## src/rtl/tcount_sched.sv

```systemverilog
// Round-robin scheduler sharing one up-counter between two timed-interval requesters.
// Optional SCHED_ABORT_EN: a dropped request during CLEAR/RUN aborts the grant without done.
module tcount_sched #(
  parameter int WIDTH = 4
) (
  input  logic             i_clk,
  input  logic             i_reset,
  input  logic [1:0]       i_req,
  input  logic [WIDTH-1:0] i_len0,
  input  logic [WIDTH-1:0] i_len1,
  input  logic [WIDTH-1:0] i_cnt_q,
  output logic             o_cnt_en,
  output logic             o_cnt_clr,
  output logic [1:0]       o_gnt,
  output logic [1:0]       o_done,
  output logic             o_busy
);

  typedef enum logic [1:0] {
    S_IDLE  = 2'd0,
    S_CLEAR = 2'd1,
    S_RUN   = 2'd2,
    S_DONE  = 2'd3
  } state_t;

  state_t           r_state;
  state_t           w_state_nxt;
  logic             r_last;
  logic             w_last_nxt;
  logic [WIDTH-1:0] r_len;
  logic [WIDTH-1:0] w_len_nxt;
  logic [1:0]       r_gnt;
  logic [1:0]       w_gnt_nxt;
  logic [1:0]       r_done;
  logic [1:0]       w_done_nxt;
  logic             r_clr;
  logic             w_clr_nxt;
  logic             w_win;
  logic             w_at_len;
  logic             w_abort;

  assign w_at_len  = (i_cnt_q == r_len);
  assign o_cnt_en  = (r_state == S_RUN) && !w_at_len;
  assign o_cnt_clr = r_clr;
  assign o_gnt     = r_gnt;
  assign o_done    = r_done;
  assign o_busy    = (r_state != S_IDLE);

  // Round-robin pick: a tie goes to the requester that did not win last time
  always_comb begin
    w_win = 1'b0;
    case (i_req)
      2'b01:   w_win = 1'b0;
      2'b10:   w_win = 1'b1;
      2'b11:   w_win = ~r_last;
      default: w_win = 1'b0;
    endcase
  end

  // r_last always names the current owner while a grant is active
  always_comb begin
`ifdef SCHED_ABORT_EN
    w_abort = ~i_req[r_last];
`else
    w_abort = 1'b0;
`endif
  end

  // Next-state and registered-output decode
  always_comb begin
    w_state_nxt = r_state;
    w_last_nxt  = r_last;
    w_len_nxt   = r_len;
    w_gnt_nxt   = r_gnt;
    w_done_nxt  = 2'b00;
    w_clr_nxt   = 1'b0;
    case (r_state)
      S_IDLE: begin
        if (|i_req) begin
          w_state_nxt = S_CLEAR;
          w_last_nxt  = w_win;
          w_len_nxt   = w_win ? i_len1 : i_len0;
          w_gnt_nxt   = w_win ? 2'b10 : 2'b01;
          w_clr_nxt   = 1'b1;
        end else begin
          w_state_nxt = S_IDLE;
        end
      end
      S_CLEAR: begin
        if (w_abort) begin
          w_state_nxt = S_IDLE;
          w_gnt_nxt   = 2'b00;
        end else begin
          w_state_nxt = S_RUN;
        end
      end
      S_RUN: begin
        if (w_abort) begin
          w_state_nxt = S_IDLE;
          w_gnt_nxt   = 2'b00;
        end else if (w_at_len) begin
          w_state_nxt = S_DONE;
          w_done_nxt  = r_gnt;
        end else begin
          w_state_nxt = S_RUN;
        end
      end
      S_DONE: begin
        w_state_nxt = S_IDLE;
        w_gnt_nxt   = 2'b00;
      end
      default: begin
        w_state_nxt = S_IDLE;
        w_gnt_nxt   = 2'b00;
      end
    endcase
  end

  // State and output registers
  always_ff @(posedge i_clk or posedge i_reset) begin
    if (i_reset) begin
      r_state <= S_IDLE;
      r_last  <= 1'b1;
      r_len   <= {WIDTH{1'b0}};
      r_gnt   <= 2'b00;
      r_done  <= 2'b00;
      r_clr   <= 1'b0;
    end else begin
      r_state <= w_state_nxt;
      r_last  <= w_last_nxt;
      r_len   <= w_len_nxt;
      r_gnt   <= w_gnt_nxt;
      r_done  <= w_done_nxt;
      r_clr   <= w_clr_nxt;
    end
  end

endmodule
```

## config.mk

```make
export PLATFORM = sky130hd
export DESIGN_NAME = tcount_sched
export DESIGN_NICKNAME = d
export VERILOG_FILES = /design/src/rtl/tcount_sched.sv
export SDC_FILE = /design/constraint.sdc
export NUM_CORES = 1
export LEC_CHECK = 0
export BUFFER_PORTS_ARGS = -buffer_cell sky130_fd_sc_hd__buf_2
export CAP_MARGIN = 20
export CORE_MARGIN = 2
export CORE_UTILIZATION = 41
export DETAILED_ROUTE_END_ITERATION = 10
export HOLD_SLACK_MARGIN = 0.02
export PLACE_DENSITY = 0.78
export RECOVER_POWER = 100
export SYNTH_ARGS = -nofsm -noshare
export SYNTH_HDL_FRONTEND = slang
export SYNTH_SLANG_ARGS = --single-unit
```

## constraint.sdc

```tcl
create_clock -name i_clk -period 1.45 [get_ports i_clk]
set_clock_uncertainty 0.1 [all_clocks]
set_input_delay 0.2175 -clock i_clk [delete_from_list [all_inputs] [get_ports i_clk]]
set_output_delay 0.2175 -clock i_clk [all_outputs]
set_load 0.005 [all_outputs]
```

==> run metrics, run 1 <==
hold path start=i_req[0]; routed len/inst=11.5 µm; crit-path leading delay family=flip-flops; routed wire length=1.19 mm; Seq/Total Area, Yosys=49.9%; die height=42.4 µm; Post-Syn Area=604 µm²; fmax=0.640 GHz; PnR worst setup slack=-0.113 ns; asr flop ratio synth=100%; area leader, netlist=dfrtp_1; Pwr Total=1.54 mW; nets@finish=110; Sequential Power Share=37.2%; placeable core area=0.00133 mm²; VDD IR max=1.08 mV; CP max FO=2; post-layout min period=1.56 ns; clock buffer depth=2; Min-Delay Path Depth=2; post-synth net total=77; FP Rows=13; internal power=1.00 mW; period utilisation layout=108%; non-filler cells, final=104; drc violations=0; Yosys cell types=20; Yosys top cell area share=45.5%; H-tree Lvls=1; largest net degree at the start of global routing=13; Port Buffers=22; status=finished with violations; NetSw=0.541 mW; flop2flop setup slack=0.02 ns; YS warnings=0; RSZ-0062 raised after global routing=yes; TritonCTS buffer count=3; cell area power density=1870 mW/mm²; routability congestion estimate=0.746; Total GRT Usage=15.7%; starting density of the core=45.3%; die span in x=42.4 µm; Min-Delay Path Class=in2reg; first-pass GRT wire length=2.07 mm; CP peak stage delay=0.41 ns; clk sinks=12; Req. time, crit path=1.13 ns; Yosys reg bits=12; r2r worst-path depth=4; commonest cells in the synthesized netlist=11 x dfrtp_1, 8 x inv_1, 5 x mux2i_1, 5 x o21ai_1; Synth Instances=57; Buf/Inv on CP=1; TritonCTS clock tree=built; worst skew pair latency=0.27 ns; vias in the first global route=500; Slew @ Worst Pin=0.606 ns; most numerous cell in the Yosys netlist=dfrtp_1; max-cap viol count=0; Critical Path AT=1.25 ns; crit path cell chain=xnor2_2 -> nand4_1 -> and2_1 -> buf_2; Clk pwr share=13.6%; Routed Antenna Nets=0; Startpoint Class=flip-flop; Detail Placement HPWL=897 µm; dpl cells=97; Hold Fails Final Rpt=0; Syn Area/Cell=10.6 µm²; clock root cell=clkbuf_4; layout cells sized above 1=41.6%; Max stage delay cell, worst path=dfrtp_1; worst hold slack=0.0573 ns; Post-synth EDFFs=0; max_slew headroom=59.3%; ranking of synthesized cells by area=dfrtp_1 46%, ha_1 8.3%, mux2i_1 8.3%, xnor2_1 5.8%, inv_1 5.0%; kind of critical path=reg2out; Logic pwr share=49.1%; # IOs=23; Top FF cell, synth=dfrtp_1; Sw Ratio=35.1%; die area=0.00180 mm²; Reg2Reg Capture Point=o_gnt[1]$_DFFE_PP0P_; failing checks=negative setup slack; Max Slew Vio Count=0; Hold EP=r_last$_DFFE_PP1P_; Remaining Overflow, GRT=0; crit end category=primary output; initial antenna violation count=0; via count=513; leakage=0.450 nW; FF-to-FF Start=r_state[0]$_DFF_PP0_; DR pass1 iterations=4; Final setup viols=2; Iter 0 DRT Violations=3; clock-pin slew on the worst setup and hold paths=0.07 ns; routed vias/inst=4.93; diode count=0; Area Growth Syn to Fin=36.2%; final core occ=61.7%
## kinds of logic (layout without fill, tap and decap cells)
family,after synthesis,count (layout),synth area share [%]
flops,12,12,49.9
compound gates,11,11,10.6
simple gates,11,11,8.49
buf+inv,9,41,6.83
mux,6,6,10.1
fa+ha+maj,4,4,8.28
xor+xnor,4,4,5.80
## registers in the layout (all words and copies together) (netlist names)
name       count
o_cnt_clr      1
o_done         2
o_gnt          2
r_last         1
r_len          4
r_state        2
## how the worst max path moves through the flow
stage / endpoint / start / cells after the start / slack (ns)
6_report: o_cnt_en / r_len[1]$_DFFE_PP0P_ / 4 / -0.11
5_1_grt: o_cnt_en / r_len[1]$_DFFE_PP0P_ / 4 / -0.18
4_1_cts: o_cnt_en / r_len[0]$_DFFE_PP0P_ / 4 / -0.16
3_5_place_dp: o_gnt[1]$_DFFE_PP0P_ / r_state[0]$_DFF_PP0_ / 4 / -0.02
3_3_place_gp: o_gnt[1]$_DFFE_PP0P_ / r_state[0]$_DFF_PP0_ / 4 / 0.03
2_1_floorplan: o_gnt[1]$_DFFE_PP0P_ / r_state[0]$_DFF_PP0_ / 4 / 0.003
## through the flow
step | area [µm²] | worst slack [ns] | TNS, ns
2_1_floorplan | 604 | 0.00341 | 0
3_3_place_gp | 752 | 0.0308 | 0
3_5_place_dp | 752 | -0.0231 | -0.0231
4_1_cts | 795 | -0.157 | -0.157
5_1_grt | 823 | -0.177 | -0.823
6_report | 823 | -0.113 | -0.141
## power groups by stage
stage | combinational (mW) | sequential, mW | clock, mW
final | 0.757 | 0.574 | 0.210
after global routing | 0.852 | 0.597 | 0.240
after CTS | 0.708 | 0.567 | 0.218
after detailed placement | 0.679 | 0.574 | 0
after global placement | 0.663 | 0.566 | 0
after floorplan | 0.422 | 0.568 | 0
## per-layer routing
metal  wire length (µm)  up-vias  global-route usage (%)
met5                  0        -                       0
met4                 46        0                    8.75
met3                 73        4                    5.60
met2                570       17                    25.2
met1                503      237                    18.0
li1                   -      255                       -
## area by class of cell
| cell class | count | area, µm² |
|---|---|---|
| inverter | 8 | 30.0 |
| tap | 15 | 18.8 |
| sequential | 12 | 302 |
| clock buffer | 4 | 26.3 |
| multi-input combinational | 36 | 283 |
| timing repair buffer | 29 | 164 |
| fill | 113 | 510 |
## worst reg2reg max path: stages, from the launching register on
cell     delay [ns]
dfrtp_1        0.36
inv_2          0.04
ha_1           0.31
a21oi_2        0.16
mux2_2         0.34
## layout by cell type (no fill, tap or decap), types with 2 or more instances in the layout
cell type	instances
clkbuf_4	3
nor3_1	2
nand2_1	4
mux2i_1	5
clkbuf_1	2
inv_1	7
ha_1	3
buf_2	21
dfrtp_1	11
o21ai_1	5
xnor2_2	2
xnor2_1	2
nor2_1	2
buf_4	6
## timing repair
action                                  in CTS  in global routing
endpoints found under the setup margin       3                  8
hold endpoints to repair                    11                  0
setup buffers                                0                  2
hold buffers                                 1                  0
resized for setup                            2                  6
pin swaps                                    3                  2
No activity file was read; power rests on OpenSTA's default activity.
==> run 2: changes to the inputs <==
--- a/config.mk
+++ b/config.mk
@@ -5,13 +5,14 @@
 export SDC_FILE = /design/constraint.sdc
 export NUM_CORES = 1
 export LEC_CHECK = 0
+export ABC_AREA = 1
 export BUFFER_PORTS_ARGS = -buffer_cell sky130_fd_sc_hd__buf_2
 export CAP_MARGIN = 20
 export CORE_MARGIN = 2
-export CORE_UTILIZATION = 41
+export CORE_UTILIZATION = 42
 export DETAILED_ROUTE_END_ITERATION = 10
 export HOLD_SLACK_MARGIN = 0.02
-export PLACE_DENSITY = 0.78
+export PLACE_DENSITY = 0.79
 export RECOVER_POWER = 100
 export SYNTH_ARGS = -nofsm -noshare
 export SYNTH_HDL_FRONTEND = slang
==> run 2 against run 1 <==
Against the previous run: the flow still finishes with violations (negative setup slack); wire length grew 7.5%; clock power increased by 30%; clock-buffer cell count is the same; critical path type unchanged; highest routed layer unchanged.
==> run metrics, run 2 <==
Remaining Overflow, GRT=0; Max Slew Vio Count=0; FP Rows=14; leakage=0.476 nW; post-layout min period=1.48 ns; Detail Placement HPWL=978 µm; most numerous cell in the Yosys netlist=nand2_1; clock-pin slew on the worst setup and hold paths=0.08 ns; most frequent cells in the layout=22 x buf_2, 11 x dfrtp_1, 10 x inv_1; commonest non-fill, non-tap cell in the layout=buf_2; Seq/Total Area, Yosys=47.5%; clk sinks=12; flop2flop setup slack=0.11 ns; routed len/inst=10.4 µm; initial antenna violation count=0; Min-Delay Path Class=in2reg; Biggest register=r_len; max-cap viol count=0; Post-Syn Area=634 µm²; Worst Setup SP=r_state[1]$_DFF_PP0_; vias in the first global route=574; VDD IR max=1.13 mV; max FFs per register=4; starting density of the core=43.6%; asr flop ratio synth=100%; worst skew pair latency=0.28 ns; Yosys top cell area share=43.4%; routability congestion estimate=0.756; placeable core area=0.00145 mm²; H-tree Lvls=1; YS warnings=0; Critical Path AT=1.17 ns; nets@finish=129; Slew @ Worst Pin=0.443 ns; dpl cells=115; first-pass GRT wire length=2.16 mm; Req. time, crit path=1.13 ns; Iter 0 DRT Violations=6; non-filler cells, final=124; DR pass1 iterations=4; clock root cell=clkbuf_4; ranking of synthesized cells by area=dfrtp_1 43%, nand2_1 8.3%, ha_1 7.9%, inv_1 7.7%, o21ai_1 4.7%; Hold Fails Final Rpt=0; pre-CTS WS=0.118 ns; die height=42.9 µm; Synth Instances=77; drc violations=0; kind of critical path=reg2out; RSZ-0062 raised after global routing=yes; routed wire length=1.28 mm; TritonCTS clock tree=built; die area=0.00184 mm²; period utilisation layout=102%; Total GRT Usage=15.9%; largest net degree at the start of global routing=13; commonest cells in the synthesized netlist=14 x nand2_1, 13 x inv_1, 11 x dfrtp_1; clock buffer depth=2; Routed Antenna Nets=0; Yosys cell types=17; crit end category=primary output; Top FF cell, synth=dfrtp_1; r2r worst-path depth=6; layout cells sized above 1=49.1%; CP max FO=4; TritonCTS buffer count=3; worst hold slack=0.102 ns; PnR worst setup slack=-0.0332 ns; status=finished with violations; Syn Area/Cell=8.24 µm²; Startpoint Class=flip-flop; via count=593; die span in x=42.9 µm; Port Buffers=22; FF-to-FF Start=r_state[1]$_DFF_PP0_; diode count=0; Area Growth Syn to Fin=39.4%; final core occ=60.8%; Post-synth EDFFs=0; max_slew headroom=70.5%; # IOs=23; Yosys reg bits=12; crit path to=o_busy; cell area power density=1910 mW/mm²; fmax=0.674 GHz; area leader, netlist=dfrtp_1; failing checks=negative setup slack; Final setup viols=2; Reg2Reg Capture Point=r_len[1]$_DFFE_PP0P_; post-route setup TNS=-0.0624 ns; post-synth net total=97; routed vias/inst=4.78
==> run 2: changes by cell type in the layout (fill, tap and decap cells not counted), moves of 4 or more <==
| cell | previous run | this run |
|---|---|---|
| nand2_1 | 4 | 8 |
| inv_2 | 1 | 7 |
| mux2i_1 | 5 | 0 |
| nand2_2 | 0 | 7 |
| o22ai_1 | 0 | 4 |
| nor2_1 | 2 | 6 |
==> run 2: worst min-delay path by stage <==
stage	cells after the start	slack (ns)	start	endpoint
floorplan	1	-0.02	i_reset	o_cnt_clr$_DFF_PP0_
CTS	3	0.12	i_req[0]	r_state[0]$_DFF_PP0_
global placement	2	0.13	i_reset	o_done[0]$_DFF_PP0_
finish	3	0.10	i_req[0]	r_state[0]$_DFF_PP0_
detailed placement	2	0.14	i_reset	o_done[1]$_DFF_PP0_
global route	3	0.12	i_len1[3]	r_len[3]$_DFFE_PP0P_
==> run 2: cell type report <==
cell class,count,area (µm²)
timing repair buffer,27,150
clock buffer,4,36.3
fill,133,569
tap,16,20.0
sequential,12,302
multi-input combinational,48,313
inverter,17,63.8
==> run 2: cell families after synthesis <==
family	count (synthesis)	share of synthesized area (%)
adders and majority gates	4	7.89
DFF	12	47.5
and+or+nand+nor	29	20.9
buffers and inverters	17	10.1
AOI/OAI and AO/OA	15	13.6
==> run 2: through the flow <==
step	total power, mW	area [µm²]
2_1_floorplan	1.04	634
3_3_place_gp	1.22	764
3_5_place_dp	1.25	764
4_1_cts	1.62	852
5_1_grt	1.83	885
6_report	1.69	885
==> run 2: report_power, final <==
| group | internal [mW] | leakage (nW) | switching (mW) |
|---|---|---|---|
| sequential | 0.487 | 0.149 | 0.0856 |
| clock | 0.153 | 0.0210 | 0.120 |
| combinational | 0.382 | 0.306 | 0.462 |
==> run 2: what timing repair did <==
| item | 4_1_cts | 5_1_grt |
|---|---|---|
| hold buffers | 1 | 0 |
| hold endpoints to repair | 11 | 0 |
| setup buffers | 3 | 1 |
| gates resized for setup | 6 | 9 |
| pin swaps | 3 | 3 |
| setup endpoints to repair | 2 | 3 |
| cloned | 0 | 0 |
==> run 2: critical path: stages, from the launching register on <==
cell	delay, ns
dfrtp_1	0.44
inv_2	0.08
ha_2	0.19
inv_2	0.06
buf_2	0.12
==> run 2: per-layer routing <==
metal	wire, µm	vias to the layer above	track usage (%)
li1	-	308	-
met1	573	269	18.2
met2	626	13	28.2
met3	57	3	2.55
met4	27	0	7.50
met5	0	-	0
